[src/rtl/inst_fetch_queue.sv]
// Instruction fetch stage: owns the fetch PC, issues word reads to instruction
// memory and buffers {pc, inst} pairs in a small FIFO drained by decode.
// A redirect from execute flushes the FIFO and restarts fetch at the target.
module inst_fetch_queue #(
  parameter int unsigned DEPTH    = 4,
  parameter logic [31:0] RESET_PC = 32'h0000_0000
) (
  input  logic        clk,
  input  logic        rst,
  output logic        imem_req,
  output logic [31:0] imem_addr,
  input  logic        imem_ack,
  input  logic [31:0] imem_data,
  input  logic        redirect,
  input  logic [31:0] redirect_pc,
  output logic        inst_valid,
  output logic [31:0] inst,
  output logic [31:0] inst_pc,
  input  logic        inst_ready
);

  localparam int unsigned PW = (DEPTH > 1) ? $clog2(DEPTH) : 1;
  localparam logic [PW:0] FULL = (PW + 1)'(DEPTH);

  logic [31:0]   fetch_pc_q;
  logic [PW:0]   count_q;
  logic [PW-1:0] wr_ptr_q;
  logic [PW-1:0] rd_ptr_q;
  logic [31:0]   pc_mem   [DEPTH];
  logic [31:0]   inst_mem [DEPTH];

  logic push;
  logic pop;

  // Request and handshake decode; redirect kills both the request and any pop.
  always_comb begin
    imem_req   = !rst && !redirect && (count_q != FULL);
    imem_addr  = fetch_pc_q;
    inst_valid = (count_q != '0);
    push       = imem_req && imem_ack;
    pop        = inst_valid && inst_ready && !redirect;
    inst       = inst_valid ? inst_mem[rd_ptr_q] : 32'h0;
    inst_pc    = inst_valid ? pc_mem[rd_ptr_q]   : 32'h0;
  end

  // Queue storage; no reset needed since count gates visibility.
  always_ff @(posedge clk) begin
    if (push) begin
      pc_mem[wr_ptr_q]   <= fetch_pc_q;
      inst_mem[wr_ptr_q] <= imem_data;
    end
  end

  // Control state: reset beats redirect, redirect beats push/pop.
  always_ff @(posedge clk) begin
    if (rst) begin
      fetch_pc_q <= RESET_PC;
      count_q    <= '0;
      wr_ptr_q   <= '0;
      rd_ptr_q   <= '0;
    end else if (redirect) begin
      fetch_pc_q <= {redirect_pc[31:2], 2'b00};
      count_q    <= '0;
      wr_ptr_q   <= '0;
      rd_ptr_q   <= '0;
    end else begin
      if (push) begin
        wr_ptr_q   <= wr_ptr_q + 1'b1;
        fetch_pc_q <= fetch_pc_q + 32'd4;
      end
      if (pop) begin
        rd_ptr_q <= rd_ptr_q + 1'b1;
      end
      if (push && !pop) begin
        count_q <= count_q + 1'b1;
      end else if (pop && !push) begin
        count_q <= count_q - 1'b1;
      end
    end
  end

endmodule

[config.mk]
export PLATFORM = sky130hd
export DESIGN_NAME = inst_fetch_queue
export DESIGN_NICKNAME = d
export VERILOG_FILES = /design/src/rtl/inst_fetch_queue.sv
export SDC_FILE = /design/constraint.sdc
export NUM_CORES = 1
export LEC_CHECK = 0
export CAP_MARGIN = 20
export CORE_MARGIN = 3
export CORE_UTILIZATION = 52
export CTS_BUF_LIST = sky130_fd_sc_hd__clkbuf_8 sky130_fd_sc_hd__clkbuf_16
export DETAILED_ROUTE_END_ITERATION = 7
export PLACE_DENSITY = 0.81
export REMOVE_ABC_BUFFERS = 1
export SLEW_MARGIN = 10
export SYNTH_ARGS = -nofsm -noshare
export SYNTH_HDL_FRONTEND = slang
export SYNTH_SLANG_ARGS = --single-unit
[constraint.sdc]
create_clock -name clk -period 6.7 [get_ports clk]
set_input_delay 1.005 -clock clk [delete_from_list [all_inputs] [get_ports clk]]
set_output_delay 1.005 -clock clk [all_outputs]
set_load 0.05 [all_outputs]
==> flow_metrics.tcl <==
set metrics [dict create \
    status "finished clean" \
    synth.area.top_cells "edfxtp_1 (65%), mux4_2 (12%), dfxtp_1 (6.8%)" \
    synth_top_area_share_pct 64.6 \
    p_per_area_nw_per_um2 273 \
    ios 167 \
    yosysMostFrequentCell "edfxtp_1" \
    ys.flop_type "edfxtp_1" \
    grt_max_degree 63 \
    ys_seq_area_share_pct 71.3 \
    cts.sinks 287 \
    worstReg2RegStart "count_q[0]$_SDFFE_PP0P_" \
    drt_iter0_drc 570 \
    synthToLayoutAreaGrowth_pct 23.9 \
    globalplace.congestion 0.848 \
    rsz0062_at_grt "false" \
    tightest_slew_ns 1.01 \
    cts.htree.levels 1 \
    yosysWarnings 0 \
    leakagePower_nw 4.57 \
    async_flop_share_pct 0 \
    postRouteAntennaNets 0 \
    io_buffers 160 \
    synthTopCellsByCount "edfxtp_1 (248), and2_1 (67), mux4_2 (62)" \
    reg2reg_slack_ns 3.77 \
    yosysTopAreaCell "edfxtp_1" \
    root_buffer "clkbuf_16" \
    start_kind "primary input" \
    fp.dieH_um 155 \
    track_usage_pct 20.2 \
    cts_tree "done" \
    finalClockSkew_ns 0.00666 \
    tns_ns 0 \
    finalWirelength_um 24200 \
    grt_pass1_vias 6950 \
    synth_edf_count 248 \
    die-area_um2 24000 \
    firstDrtPassIters 5 \
    design_area_um2 14300 \
    cp-startpoint "redirect" \
    max_freq_mhz 219 \
    hold_path_class "register to register" \
    period_share_pct 68.2 \
    whs_path_depth 2 \
    path_max_fanout 19 \
    crit_type "primary input to primary output" \
    critical_path.reg2reg.endpoint "count_q[2]$_SDFFE_PP0P_" \
    synth_cells 664 \
    slew_headroom_pct 32.9 \
    syn_avg_cell_area_um2 17.4 \
    grt_pass1_wl_um 38600 \
    max_cap_violations 0 \
    critPathRequiredTime_ns 5.69 \
    start_util_pct 53.9 \
    synth_seq_cells 287 \
    critPathCaptureType "primary output" \
    numCtsBuffers 29 \
    fp-row-count 53 \
    avgViaCountPerCell 5.86 \
    cts_resized 0 \
    setup_viol 0 \
    clk_latency_ns 0.52 \
    synth_area_um2 11500 \
    antenna_found_initial 0 \
    dp_hpwl_um 14500 \
    num_antenna_cells 0 \
    clk_pin_slew_ns 0.06 \
    remaining_drc_errors 0 \
    worstPathArrival_ns 3.57 \
    ir_drop_v 0.000181 \
    drive_gt1_share_pct 13.7 \
    worst-r2r-cell-count 9 \
    cts_hold_buf 0 \
    hold-worst-slack_ns 0.510 \
    design.core.area_um2 21400 \
    finalHoldViolations 0 \
    vias 6566 \
    synth.distinct_cells 47 \
    multiInputGateArea_um2 3090 \
    total_power_mw 3.90 \
    hp-start "wr_ptr_q[1]$_SDFFE_PP0P_" \
    clock_path_buffers 3 \
    wl_per_cell_um 21.6 \
    register_area_um2 8240 \
    slew_viol_final 0 \
    post_cts_buffers 0 \
    dpl_cell_area_um2 13400 \
    die_w_um 155 \
    n_fill_cell 1434 \
    whs_endpoint "wr_ptr_q[1]$_SDFFE_PP0P_" \
    final_nets 899 \
    period_minus_slack_ns 4.57 \
    overflow 0 \
]
[area by class of cell]
class / count / share of cell area (%)
timing repair buffer: 164 / 11.5
multi-input combinational: 328 / 21.6
inverter: 13 / 0.341
tap: 275 / 2.41
clock inverter: 22 / 1.21
sequential: 287 / 57.6
clock buffer: 31 / 5.27
[cell usage in the layout (no fill, tap or decap), drive strengths merged, types with 7 or more instances in the layout]
cell / n
a211oi: 11
a21oi: 10
a311oi: 8
and2: 68
and3: 8
clkbuf: 31
clkdlybuf4s50: 160
clkinv: 10
dfxtp: 39
edfxtp: 248
inv: 21
mux4: 62
nand2: 32
nand3: 9
nand4: 9
nor2: 25
o21ai: 7
or3: 8
xnor2: 17
xor2: 8
[power breakdown]
part	internal [mW]	switching [mW]	leakage [nW]
registers	1.97	0.0382	2.57
clock network	0.917	0.627	0.484
logic	0.132	0.209	1.51
[cell families (layout without fill, tap and decap cells)]
kind of cell	count (synthesis)	count (layout)	share of synthesized area, %
flip-flops	287	287	71.3
multiplexers	63	63	12.2
buffers and inverters	52	230	2.06
adder cells (fa/ha/maj)	7	7	0.824
AO/OA/AOI/OAI	46	46	2.82
other	1	4	0.0325
XOR/XNOR	25	25	1.90
AND/OR/NAND/NOR	183	183	8.85
[registers in the layout, indices dropped and copies added, names as in the netlist, named ones only]
name / count
wr_ptr_q: 2
inst_mem: 128
rd_ptr_q: 2
imem_addr: 30
count_q: 3
pc_mem: 120
[how the worst max path moves through the flow]
| stage | to | slack, ns | depth (start not counted) |
|---|---|---|---|
| after floorplan | inst[0] | 2.07 | 2 |
| after global placement | imem_req | 2.24 | 4 |
| after detailed placement | imem_req | 2.20 | 4 |
| after CTS | inst_pc[13] | 2.09 | 4 |
| after global routing | inst[19] | 1.95 | 4 |
| final | imem_req | 2.13 | 4 |
[routing by layer]
layer / up-vias / global-route usage (%) / part of all wire [%]
met5: - / 0 / 0
met4: 0 / 3.95 / 1.5
met3: 38 / 3.92 / 8.3
met2: 315 / 33.5 / 49
met1: 3311 / 28.5 / 42
li1: 2902 / - / -
[per-stage QoR]
step                      util (%)  worst slack (ns)  cells
after floorplan                  -              2.07    628
after global placement        62.3              2.24   1066
after detailed placement      62.4              2.20   1067
after CTS                     66.7              2.09   1120
after global routing          66.7              1.95   1120
final                         66.7              2.13   1120
[worst max-delay path, cell delays in order]
cell             delay, ns
clkdlybuf4s50_1       0.86
or2_0                 0.63
nor2b_1               0.23
clkdlybuf4s50_1       0.83
Power figures use the tool's default switching activity.
